<file path="src/rtl/seq_lock_pkg.sv">
// Shared types and helpers for the parametrised sequence lock.
// Holds the FSM state encoding, the digit-width helper and the default code.
package seq_lock_pkg;

  typedef enum logic [1:0] {
    ST_IDLE     = 2'd0,
    ST_ENTRY    = 2'd1,
    ST_UNLOCKED = 2'd2,
    ST_LOCKOUT  = 2'd3
  } lock_state_t;

  // Bits per code digit; a two-key pad still needs one bit.
  function automatic int kw(input int num_keys);
    return (num_keys <= 2) ? 1 : $clog2(num_keys);
  endfunction

  // Keys 0,2,3,1 with digit 0 in the LSBs.
  localparam logic [7:0] DEFAULT_CODE = 8'h78;

endpackage

</file>
<file path="src/rtl/seq_lock_keypad.sv">
// Button edge detector: turns debounced key levels into single presses.
// A press with more than one rising key is flagged invalid so it can never match.
module seq_lock_keypad #(
  parameter int NUM_KEYS = 4,
  parameter int KW       = 2
) (
  input  logic                clk,
  input  logic                rst,
  input  logic [NUM_KEYS-1:0] key,
  output logic                press,
  output logic                valid,
  output logic [KW-1:0]       digit
);

  logic [NUM_KEYS-1:0] key_q;
  logic [NUM_KEYS-1:0] rise;

  always_ff @(posedge clk or posedge rst) begin
    if (rst) key_q <= '0;
    else     key_q <= key;
  end

  assign rise  = key & ~key_q;
  assign press = |rise;
  // Clearing the lowest set bit leaves zero only for a one-hot vector.
  assign valid = press && ((rise & (rise - NUM_KEYS'(1))) == '0);

  always_comb begin
    digit = '0;
    for (int i = 0; i < NUM_KEYS; i++) begin
      if (rise[i]) digit = KW'(i);
    end
  end

endmodule

</file>
<file path="src/rtl/seq_lock.sv">
// Sequence lock controller: collects CODE_LEN presses, checks them against a
// programmable code, and drives unlock pulse, fail pulse and timed lockout.
//
// state       | meaning
// ------------|---------------------------------------------------------
// ST_IDLE     | waiting for the first press of an attempt
// ST_ENTRY    | collecting presses; timeout counter running
// ST_UNLOCKED | unlock output high; code register writable
// ST_LOCKOUT  | too many failed attempts; all input ignored
module seq_lock
  import seq_lock_pkg::*;
#(
  parameter  int NUM_KEYS       = 4,
  parameter  int CODE_LEN       = 4,
  localparam int KW             = kw(NUM_KEYS),
  parameter  logic [CODE_LEN*KW-1:0] RESET_CODE = DEFAULT_CODE,
  parameter  int MAX_FAILS      = 3,
  parameter  int TIMEOUT_CYCLES = 500,
  parameter  int LOCKOUT_CYCLES = 1000,
  parameter  int UNLOCK_CYCLES  = 8,
  localparam int CW             = $clog2(CODE_LEN + 1)
) (
  input  logic                   clk,
  input  logic                   rst,
  input  logic [NUM_KEYS-1:0]    key,
  input  logic                   code_wr,
  input  logic [CODE_LEN*KW-1:0] code_data,
  output logic                   unlock,
  output logic                   fail,
  output logic                   locked_out,
  output logic                   busy,
  output logic [CW-1:0]          entry_cnt
);

  localparam int FW = $clog2(MAX_FAILS + 1);
  localparam int TW = $clog2(TIMEOUT_CYCLES + 1);
  localparam int LW = $clog2(LOCKOUT_CYCLES + 1);
  localparam int UW = $clog2(UNLOCK_CYCLES + 1);

  localparam logic [CW-1:0] LAST_IDX  = CW'(CODE_LEN - 1);
  localparam logic [FW-1:0] FAIL_LAST = FW'(MAX_FAILS - 1);
  localparam logic [TW-1:0] TO_LOAD   = TW'(TIMEOUT_CYCLES - 1);
  localparam logic [LW-1:0] LO_LOAD   = LW'(LOCKOUT_CYCLES - 1);
  localparam logic [UW-1:0] UL_LOAD   = UW'(UNLOCK_CYCLES - 1);

  logic          press, valid;
  logic [KW-1:0] digit;

  seq_lock_keypad #(.NUM_KEYS(NUM_KEYS), .KW(KW)) u_keypad (
    .clk   (clk),
    .rst   (rst),
    .key   (key),
    .press (press),
    .valid (valid),
    .digit (digit)
  );

  lock_state_t          state_q, state_d;
  logic [CW-1:0]        cnt_q, cnt_d;
  logic                 mm_q, mm_d;
  logic [FW-1:0]        fcnt_q, fcnt_d;
  logic [CODE_LEN*KW-1:0] code_q, code_d;
  logic [TW-1:0]        to_q, to_d;
  logic [LW-1:0]        lo_q, lo_d;
  logic [UW-1:0]        ul_q, ul_d;
  logic                 fail_d;
  logic                 unlock_q, fail_q, locked_out_q, busy_q;

  logic                 dig_mm, mm_new, done;

  // Timers count down to their terminal value of zero and hold there.
  always_comb begin
    state_d = state_q;
    cnt_d   = cnt_q;
    mm_d    = mm_q;
    fcnt_d  = fcnt_q;
    code_d  = code_q;
    to_d    = (to_q != '0) ? to_q - TW'(1) : to_q;
    lo_d    = (lo_q != '0) ? lo_q - LW'(1) : lo_q;
    ul_d    = (ul_q != '0) ? ul_q - UW'(1) : ul_q;
    fail_d  = 1'b0;
    done    = 1'b0;
    mm_new  = 1'b0;
    dig_mm  = !valid || (digit != code_q[int'(cnt_q)*KW +: KW]);

    unique case (state_q)
      ST_IDLE: begin
        if (press) begin
          mm_new = dig_mm;
          if (CODE_LEN == 1) begin
            done = 1'b1;
          end else begin
            state_d = ST_ENTRY;
            cnt_d   = CW'(1);
            mm_d    = mm_new;
            to_d    = TO_LOAD;
          end
        end
      end
      ST_ENTRY: begin
        if (press) begin
          mm_new = mm_q | dig_mm;
          if (cnt_q == LAST_IDX) begin
            done = 1'b1;
          end else begin
            cnt_d = cnt_q + CW'(1);
            mm_d  = mm_new;
            to_d  = TO_LOAD;
          end
        end else if (to_q == '0) begin
          state_d = ST_IDLE;
          cnt_d   = '0;
          mm_d    = 1'b0;
        end
      end
      ST_UNLOCKED: begin
        if (code_wr) code_d = code_data;
        if (ul_q == '0) state_d = ST_IDLE;
      end
      ST_LOCKOUT: begin
        if (lo_q == '0) begin
          state_d = ST_IDLE;
          fcnt_d  = '0;
        end
      end
      default: state_d = ST_IDLE;
    endcase

    if (done) begin
      cnt_d = '0;
      mm_d  = 1'b0;
      if (!mm_new) begin
        state_d = ST_UNLOCKED;
        fcnt_d  = '0;
        ul_d    = UL_LOAD;
      end else begin
        fail_d = 1'b1;
        fcnt_d = fcnt_q + FW'(1);
        if (fcnt_q == FAIL_LAST) begin
          state_d = ST_LOCKOUT;
          lo_d    = LO_LOAD;
        end else begin
          state_d = ST_IDLE;
        end
      end
    end
  end

  always_ff @(posedge clk or posedge rst) begin
    if (rst) begin
      state_q      <= ST_IDLE;
      cnt_q        <= '0;
      mm_q         <= 1'b0;
      fcnt_q       <= '0;
      code_q       <= RESET_CODE;
      to_q         <= '0;
      lo_q         <= '0;
      ul_q         <= '0;
      unlock_q     <= 1'b0;
      fail_q       <= 1'b0;
      locked_out_q <= 1'b0;
      busy_q       <= 1'b0;
    end else begin
      state_q      <= state_d;
      cnt_q        <= cnt_d;
      mm_q         <= mm_d;
      fcnt_q       <= fcnt_d;
      code_q       <= code_d;
      to_q         <= to_d;
      lo_q         <= lo_d;
      ul_q         <= ul_d;
      unlock_q     <= (state_d == ST_UNLOCKED);
      fail_q       <= fail_d;
      locked_out_q <= (state_d == ST_LOCKOUT);
      busy_q       <= (state_d == ST_ENTRY);
    end
  end

  assign unlock     = unlock_q;
  assign fail       = fail_q;
  assign locked_out = locked_out_q;
  assign busy       = busy_q;
  assign entry_cnt  = cnt_q;

endmodule

</file>
<file path="config.mk">
export PLATFORM = sky130hd
export DESIGN_NAME = seq_lock
export DESIGN_NICKNAME = d
export VERILOG_FILES = /design/src/rtl/seq_lock_pkg.sv /design/src/rtl/seq_lock_keypad.sv /design/src/rtl/seq_lock.sv
export SDC_FILE = /design/constraint.sdc
export NUM_CORES = 1
export LEC_CHECK = 0
export ABC_AREA = 1
export CORE_UTILIZATION = 45
export CTS_CLUSTER_SIZE = 24
export DETAILED_ROUTE_END_ITERATION = 10
export REMOVE_ABC_BUFFERS = 1
export SYNTH_ARGS = -nofsm -noshare
export SYNTH_HDL_FRONTEND = slang
export SYNTH_SLANG_ARGS = --single-unit
</file>
<file path="constraint.sdc">
create_clock -name clk -period 3.8 [get_ports clk]
set_input_delay 0.38 -clock clk [delete_from_list [all_inputs] [get_ports clk]]
set_output_delay 0.38 -clock clk [all_outputs]
set_load 0.005 [all_outputs]
</file>
=== After elaboration in Yosys (flattened, before gate mapping) ===
Index checks and enable logic that the tools add are counted.

* Add/subtract/negate cells: 6
* Equality and inequality tests: 12
* Shift-type cells: 1
* Mux-type cells: 48
* Bitwise operators: 4
* Reduce and logical (&&, ||, !) cells: 18

{| class="wikitable"
|+ Operator list
! operator !! count
|-
| $mux W10 || 4
|-
| $mux W9 || 4
|-
| $mux W2 || 14
|-
| $pmux W9 S2 || 1
|-
| $mux W3 || 5
|-
| $mux W1 || 13
|-
| $mux W4 || 3
|-
| $eq A2 B2 Y1 const B || 5
|-
| $logic_not A10 Y1 || 1
|-
| $reduce_bool A10 Y1 || 1
|-
| $sub A10 B1 Y10 const B || 1
|-
| $logic_not A9 Y1 || 1
|-
| $reduce_bool A9 Y1 || 1
|-
| $sub A9 B1 Y9 const B || 1
|-
| $and A4 B4 Y4 || 2
|-
| $logic_not A4 Y1 || 2
|-
| $pmux W2 S4 || 1
|-
| $shiftx A8 B5 Y2 || 1
|-
| $sub A4 B1 Y4 const B || 2
|-
| $pmux W3 S2 || 1
|-
| $eq A2 B1 Y1 const B || 2
|-
| $ne A4 B3 Y1 const B || 1
|-
| $ne A4 B4 Y1 const B || 1
|-
| $not A4 Y4 || 1
|-
| other kinds (17) || 20
|}

* Register bits after elaboration: 47
* Input port bits: 15

=== Longest topological paths before layout ===
* Depth after elaboration: 14
* Mapped depth: 15
* Depth with buffers taken out: 15

=== Modules after synthesis ===
A second synthesis with hierarchy kept.

* Cells, all modules: 296
* Area, all modules: 2428.6 um2

{| class="wikitable"
|+ Modules (own cells, without submodules)
! module !! instances !! cells an instance !! area an instance (um2)
|-
| seq_lock || 1 || 272 || 2232.1
|-
| seq_lock_keypad || 1 || 24 || 196.4
|}

=== Least setup slack after synthesis ===
OpenSTA, ideal clock, no wires.

* Kind: register to register
* Start point: register lo_q[0]
* End point: register locked_out_q, in the netlist locked_out
* Arrival time: 1.521 ns
* Path slack: 2.163 ns
* Stages on the path, launching flop included: 12
* Path through: dfrtp_1 -> inv_1 -> ha_1 -> nand2_1 -> nor3_4 -> nand2_2 -> nor2_4 -> nor2_2 -> a31oi_1 -> nand2_1 -> nand2_2 -> nor2_1

* Cells in the longest elaborated chain, start to end: 5

{| class="wikitable"
|+ Ends and longest elaborated chain
! element !! RTL line !! RTL
|-
| from (decl) || seq_lock.sv:64 || <nowiki>logic [LW-1:0] lo_q, lo_d;</nowiki>
|-
| from (signal assigned) || seq_lock.sv:170 || <nowiki>lo_q <= lo_d;</nowiki>
|-
| $logic_not A10 Y1 || seq_lock.sv:121 || <nowiki>if (lo_q == '0) begin</nowiki>
|-
| $mux W2 || seq_lock.sv:121 ||
|-
| $pmux W2 S4 || seq_lock.sv:86 || <nowiki>unique case (state_q)</nowiki>
|-
| $mux W2 || seq_lock.sv:129 || <nowiki>if (done) begin</nowiki>
|-
| $eq A2 B2 Y1 || seq_lock.sv:174 || <nowiki>locked_out_q <= (state_d == ST_LOCKOUT);</nowiki>
|-
| to (signal assigned) || seq_lock.sv:174 ||
|-
| to (decl) || seq_lock.sv:67 || <nowiki>logic unlock_q, fail_q, locked_out_q, busy_q;</nowiki>
|}

Every way passes these cells.
A chain may end at the register's enable or synchronous reset.

=== Worst setup path after layout ===
* Start point: input port key[2]
* End point: register locked_out_q, in the netlist locked_out

* Cells in the longest elaborated chain, start to end: 13
* Elaborated cells on any way between the ends: 23

{| class="wikitable"
|+ Ends and longest elaborated chain
! element !! RTL line !! RTL
|-
| from (decl) || seq_lock.sv:25 || <nowiki>input logic [NUM_KEYS-1:0] key,</nowiki>
|-
| $and A4 B4 Y4 (*) || seq_lock_keypad.sv:23 || <nowiki>assign rise = key & ~key_q;</nowiki>
|-
| $sub A4 B1 Y4 || seq_lock_keypad.sv:26 || <nowiki>assign valid = press && ((rise & (rise - NUM_KEYS'(1))) == '0);</nowiki>
|-
| $and A4 B4 Y4 || seq_lock_keypad.sv:26 ||
|-
| $logic_not A4 Y1 || seq_lock_keypad.sv:26 ||
|-
| $logic_and A1 B1 Y1 || seq_lock_keypad.sv:26 ||
|-
| $logic_not A1 Y1 || seq_lock.sv:84 || <nowiki>dig_mm = !valid || (digit != code_q[int'(cnt_q)*KW +: KW]);</nowiki>
|-
| $logic_or A1 B1 Y1 || seq_lock.sv:84 ||
|-
| $or A1 B1 Y1 || seq_lock.sv:102 || <nowiki>mm_new = mm_q | dig_mm;</nowiki>
|-
| $mux W1 || seq_lock.sv:101 || <nowiki>if (press) begin</nowiki>
|-
| $pmux W1 S2 || seq_lock.sv:86 ||
|-
| $mux W2 || seq_lock.sv:132 || <nowiki>if (!mm_new) begin</nowiki>
|-
| $mux W2 (*) || seq_lock.sv:129 ||
|-
| net state_d[0] || seq_lock.sv:58 || <nowiki>lock_state_t state_q, state_d;</nowiki>
|-
| $eq A2 B2 Y1 (*) || seq_lock.sv:174 ||
|}

The timed path passes the listed nets; every way through them passes the cells marked *.

==> impl_metrics.csv <==
group,metric,value,unit
status,outcome,"finished, final reports clean",
detailed_routing,dr.pass1.iters,4,
placed_design,pre_cts_ws,1.544,ns
pwr,p_int,0.6488,mW
clocking,root_buffer,"clkbuf_8",
placed_design,hpwl,2.988,mm
detailed_routing,route.vias.total,1776,
pwr,irDropWorstVdd,195.1,uV
floorplanning,die_w,74.72,um
floorplanning,initial_utilization,46.59,%
timing,tightest_slew,0.9671,ns
timing,post-route-min-period,1.910,ns
synth,syn_avg_cell_area,8.235,sq um
job,drv_cap,0,
cells_and_area,nets,336,
worst_setup_path,worstSetupPathType,"in2reg",
pwr,power.share.clock,35.6,%
min_path,worstHoldEndpoint,"code_q[3]",
pwr,powerDensity,306.4,nW/um^2
cells_and_area,regArea,1181,sq um
pwr,p_switching,0.1932,mW
floorplanning,fp-row-count,26,
timing,tns,0,ns
clocking,clock_sinks,47,
clocking,clkTransAtPathRegs,0.09,ns
floorplanning,dieArea,5583,sq um
detailed_routing,drt-wirelength-per-cell,10.77,um
cells_and_area,fillers,509,
floorplanning,die_h,74.72,um
pwr,power.leakage,1.360,nW
cells_and_area,n_antenna_cell,0,
worst_setup_path,crit_fanout,11,
clocking,post-cts-setup-buffers,0,
global_route,grt-ovfl-total,0,
global_route,grt_max_degree,48,
timing,grt_setup_unrepaired,"no",
worst_setup_path,cp.arrival,2.15,ns
pwr,seqPwrFrac,59.7,%
min_path,hp-class,"reg2reg",
timing,finalHoldViolations,0,
global_route,antenna_found_initial,0,
timing,setup_viol,0,
timing,fmax,523.7,MHz
synth,yosysUniqueCellTypes,28,
synth,ys_seq_area_share,49.63,%
synth,netlist_instances,289,
floorplanning,num_io_pins,22,
worst_setup_path,endpoint_kind,"flip-flop",
clocking,hold_buffers,0,
worst_setup_path,r2r_end,"entry_cnt[0]",
detailed_routing,drc,0,
synth,synth_area,2380,sq um
timing,min_period_over_period,50.25,%
clocking,clockBufferDepth,2,
worst_setup_path,required,4.04,ns
global_route,grt_pass1_wl,7.107,mm
pwr,switching_share,22.94,%
min_path,min_path_cells,2,
worst_setup_path,worst_setup_path_start_kind,"primary input",
synth,synth_warnings,0,
timing,maxSlewViolCount,0,
timing,max_slew_margin,35.43,%
global_route,grt_pass1_vias,1680,
clocking,cts_tree,"yes",
worst_setup_path,r2r_cells,8,
detailed_routing,ant_nets,0,
clocking,htree_levels,2,
placed_design,port_buffers,21,
clocking,numCtsBuffers,5,
detailed_routing,routed_via_density,4.601,
timing,layout_setup_ws,1.890,ns
worst_setup_path,r2r_start,"to_q[0]",
pwr,pwr-share-comb,4.7,%
cells_and_area,drive_gt1_share,10.13,%
min_path,min_from,"code_q[3]",
detailed_routing,drt-total-wl,4.158,mm
synth,synth_seq_cells,47,
cells_and_area,syn2layout_area_growth,15.46,%
global_route,track_usage,17.04,%
detailed_routing,drt-initial-drc-count,103,
worst_setup_path,r2r_slack,1.92,ns
timing,finalClockSkew,0.005570,ns
pwr,p_total,0.8420,mW
floorplanning,core,5107,sq um
clocking,clkLatencyLatePin,0.31,ns
cells_and_area,multi_input_area,965.9,sq um
clocking,cts_resized,0,
placed_design,gp_congestion,0.7666,
kinds of logic after synthesis:
kind of cell	count (synthesis)	synth area share (%)
flip-flops	47	49.63
AO/OA/AOI/OAI	37	8.570
adder cells (fa/ha/maj)	6	3.154
AND/OR/NAND/NOR	131	25.92
buffers and inverters	60	9.779
XOR/XNOR	8	2.944
worst max-delay path by stage:
stage                     startpoint    endpoint  depth (start not counted)
after floorplan              lo_q[0]     lo_q[7]                          9
after global placement        key[2]  locked_out                         11
after detailed placement      key[2]  locked_out                         11
after CTS                     key[2]  locked_out                         11
after global routing          key[2]  locked_out                         11
final                         key[2]  locked_out                         11
worst max-delay path, cell delays in order:
cell	delay, ns
clkdlybuf4s50_1	0.47
nand2_1	0.08
nand2_1	0.13
nor2_2	0.07
nor2_1	0.19
inv_1	0.13
nor2_4	0.16
nand3_2	0.25
nand2_2	0.17
inv_1	0.05
nor2_1	0.08
sequential cells by signal (all words and copies together), names as in the netlist:
name            count
to_q                9
ul_q                4
fcnt_q              2
fail                1
entry_cnt           3
u_keypad.key_q      4
lo_q               10
busy                1
locked_out          1
mm_q                1
state_q             2
unlock              1
code_q              8
cell usage in the layout (no fill, tap or decap), types with 4 or more instances in the layout:
cell type         n
a21oi_1          11
clkbuf_8          5
clkdlybuf4s50_1  21
dfrtp_1          43
dfstp_2           4
ha_1              6
inv_1            55
nand2_1          55
nand2_2           8
nand3_1          20
nor2_1           28
nor3_1            5
o211ai_1          5
o21ai_0          17
xor2_1            5
metal layers:
metal  track usage [%]  routed length, um  vias to the layer above
li1                  -                  -                      958
met1             21.42               2101                      791
met2             27.73               1840                       21
met3             4.819                144                        6
met4             6.918                 73                        0
met5                 0                  0                        -
power groups by stage:
stage / Combinational (mW) / Sequential (mW) / Clock [mW]
3_3_place_gp: 0.0408 / 0.512 / 0
4_1_cts: 0.0410 / 0.503 / 0.312
3_5_place_dp: 0.0407 / 0.512 / 0
2_1_floorplan: 0.0209 / 0.512 / 0
5_1_grt: 0.0455 / 0.503 / 0.330
6_report: 0.0395 / 0.502 / 0.300
synth_stat cells:
library cell	n	area (sq um)
o211ai_1	5	37.54
inv_1	56	210.2
nand4_1	3	18.77
o22ai_1	1	6.260
dfrtp_1	43	1076
nand2_1	55	206.5
nor3_1	5	25.02
o21ai_1	1	5.000
a31oi_1	1	6.260
buf_6	1	11.26
nor2_1	28	105.1
nand3b_2	1	11.26
nand2_2	8	50.05
ha_1	6	75.07
o32ai_1	1	8.760
dfstp_2	4	105.1
o21ai_0	17	85.08
nor4_1	2	12.51
nand3_1	20	100.1
nor2_2	3	18.77
clkbuf_1	1	3.750
xnor2_1	3	26.28
inv_2	2	7.510
nor2_4	2	22.52
a21oi_1	11	55.05
xor2_1	5	43.79
nand3_2	3	30.03
nor3_4	1	16.27
layout make-up:
class | count | share of cell area [%]
Inverter | 58 | 7.923
Clock buffer | 6 | 2.641
Clock inverter | 2 | 0.4554
Multi-Input combinational cell | 182 | 35.15
Tap cell | 70 | 3.188
Sequential cell | 47 | 42.99
Timing Repair Buffer | 21 | 7.650
through the flow:
step	instance area [sq um]	util, %	hold WS [ns]	instances
finish	2748	53.80	0.4817	386
global route	2748	53.80	0.5085	386
CTS	2748	53.80	0.4822	386
detailed placement	2663	52.13	0.4684	378
global placement	2663	52.13	0.4712	378
floorplan	2365	-	0.4114	287
Power figures use the tool's default switching activity.
==> variant: new RTL, same settings <==
Re-encode `lock_state_t` (4 states) as one-hot, 4 bits wide.
--- a/src/rtl/seq_lock_pkg.sv
+++ b/src/rtl/seq_lock_pkg.sv
@@ -2,11 +2,11 @@
 // Holds the FSM state encoding, the digit-width helper and the default code.
 package seq_lock_pkg;
 
-  typedef enum logic [1:0] {
-    ST_IDLE     = 2'd0,
-    ST_ENTRY    = 2'd1,
-    ST_UNLOCKED = 2'd2,
-    ST_LOCKOUT  = 2'd3
+  typedef enum logic [3:0] {
+    ST_IDLE     = 4'b0001,
+    ST_ENTRY    = 4'b0010,
+    ST_UNLOCKED = 4'b0100,
+    ST_LOCKOUT  = 4'b1000
   } lock_state_t;
 
   // Bits per code digit; a two-key pad still needs one bit.
Function: no difference found for any inputs over 10 cycles, from zero or initial values and one cycle with rst high; not proved beyond that.
==> variant against the original RTL <==
  * Core utilization up 1.7 points
  * Routed wire length rose by 6.0%
  * Sequential cell count rose by 2
  * Fmax fell by 10%
  * Non-clock buffer count unchanged
  * Cell area rose by 6.4%
  * Area after synthesis rose by 6.4%
  * Worst setup slack lost 0.22 ns
  * Global-route usage is 0.29 points lower
  * Critical path depth is 1 higher
  * Register-to-register slack got worse by 0.08 ns
Power is not compared: it rests on default switching activity, and its combinational part moved more than twofold at a synthesized area within 25%.
==> variant: results (changes against the original RTL) <==
.. list-table::
   :header-rows: 1

   * - Metric
     - Value
   * - Run status
     - complete, no violations (unchanged)
   * - Wire length of the first global-routing pass
     - 7930 um (was 7110 um)
   * - Nets
     - 355 (was 336)
   * - Tot GR Track Use
     - 0.167 (was 0.170)
   * - Count of different cell masters after synthesis
     - 30 (was 28)
   * - Relative slew margins
     - 0.340 (was 0.354)
   * - Pre-CTS setup slack
     - 1.36 ns (was 1.54 ns)
   * - Number of DRC markers in iteration 0
     - 90 (was 103)
   * - Total placed cells including tap cells
     - 397 (was 378)
   * - Critical Path Fanout Max
     - 12 (was 11)
   * - Clk Latency, worst-skew pair
     - 0.30 ns
   * - Min-delay worst type
     - reg -> reg (unchanged)
   * - DPL Wire Length
     - 3240 um (was 2990 um)
   * - Met3 wire length
     - 142 um (was 144 um)
   * - RD Place Congestion
     - 0.756 (was 0.767)
   * - Number of global-route vias before repair
     - 1,820 (was 1,680)
   * - Post-CTS Setup Inserts
     - 0 (unchanged)
   * - Number of fill cells in the layout
     - 521 (was 509)
   * - Total via count after detailed routing
     - 1,923 (was 1,776)
   * - Delay of the slowest cell on the worst path
     - 0.49 ns (was 0.47 ns)
   * - Detailed-routed wire length on met2
     - 2040 um (was 1840 um)
   * - Placed instance area
     - 2810 um^2 (was 2660 um^2)
   * - GRT met3 Usage
     - 0.0357 (was 0.0482)
   * - Synth area leaders
     - dfrtp_1, inv_1, nand2_1 (unchanged)
   * - Sequential fraction of the synthesis area
     - 0.487 (was 0.496)
   * - Commonest cells in the netlist
     - inv_1, nand2_1, dfrtp_1 (unchanged)
   * - Post_cts resized
     - 0 (unchanged)
   * - Average wire length per cell after detail routing
     - 10.9 um (was 10.8 um)
   * - Post-route clock skew
     - 0.00838 ns (was 0.00557 ns)
   * - Share of layout cells above drive strength 1
     - 0.0896 (was 0.101)
   * - CTS H-tree depth
     - 2 (unchanged)
   * - Global-route track usage on met2
     - 0.283 (was 0.277)
   * - Largest net degree at the start of global routing
     - 50 (was 48)
   * - Cells after synthesis
     - 309 (was 289)
   * - Vias per cell
     - 4.75 (was 4.60)
   * - Clock edge transition at the registers on the reported setup and hold paths
     - 0.09 ns (about the same)
   * - GR Layer Usage met1
     - 0.213 (was 0.214)
   * - Number of cell instances on the worst register-to-register path
     - 12 (was 8)
   * - Data arrival, critical path
     - 2.33 ns (was 2.15 ns)
   * - Detailed-routing wirelength on met1
     - 2170 um (was 2100 um)
==> variant: changes by cell type after synthesis, sizes merged, moves of 2 or more <==
cell / change
nand2: -9
nor4: -2
a21oi: +6
o21ai: +4
o211ai: -4
o22ai: +2
inv: +7
nor2: +5
nor3: +3
nand3b: +2
==> variant: power groups by stage <==
stage                     registers [W]  clock network, W  logic (W)
final                          0.000745          0.000379   0.000689
after global routing           0.000763          0.000411   0.000806
after CTS                      0.000747          0.000396   0.000698
after detailed placement       0.000757                 0   0.000695
after global placement         0.000755                 0   0.000685
after floorplan                0.000744                 0   0.000531
==> variant: worst paths after layout <==
check	start	slack (ns)	endpoint
min	code_q[4]$_DFFE_PP1P_	0.48	code_q[4]$_DFFE_PP1P_
max	key[2]	1.67	lo_q[4]$_DFF_PP0_
max reg2reg	u_keypad.key_q[2]$_DFF_PP0_	1.84	lo_q[4]$_DFF_PP0_
min reg2reg	code_q[4]$_DFFE_PP1P_	0.48	code_q[4]$_DFFE_PP1P_
min in group asynchronous	rst	0.63	lo_q[0]$_DFF_PP0_
max in group asynchronous	rst	2.56	entry_cnt[1]$_DFFE_PP0P_
==> variant: cells by family after synthesis <==
logic type / after synthesis / share of synthesized area
XOR/XNOR: 10 / 0.0346
flip-flops: 49 / 0.487
AND/OR/NAND/NOR: 130 / 0.240
adder cells (fa/ha/maj): 6 / 0.0296
AO/OA/AOI/OAI: 46 / 0.103
buffers and inverters: 68 / 0.106
==> variant: area by class of cell <==
class	count	area, um^2	share of cell area
Clock buffer	7	86.3	0.0295
Multi-Input combinational cell	192	1030	0.353
Inverter	65	244	0.0835
Tap cell	70	87.6	0.0300
Sequential cell	49	1230	0.422
Timing Repair Buffer	21	210	0.0719
Clock inverter	1	30.0	0.0103
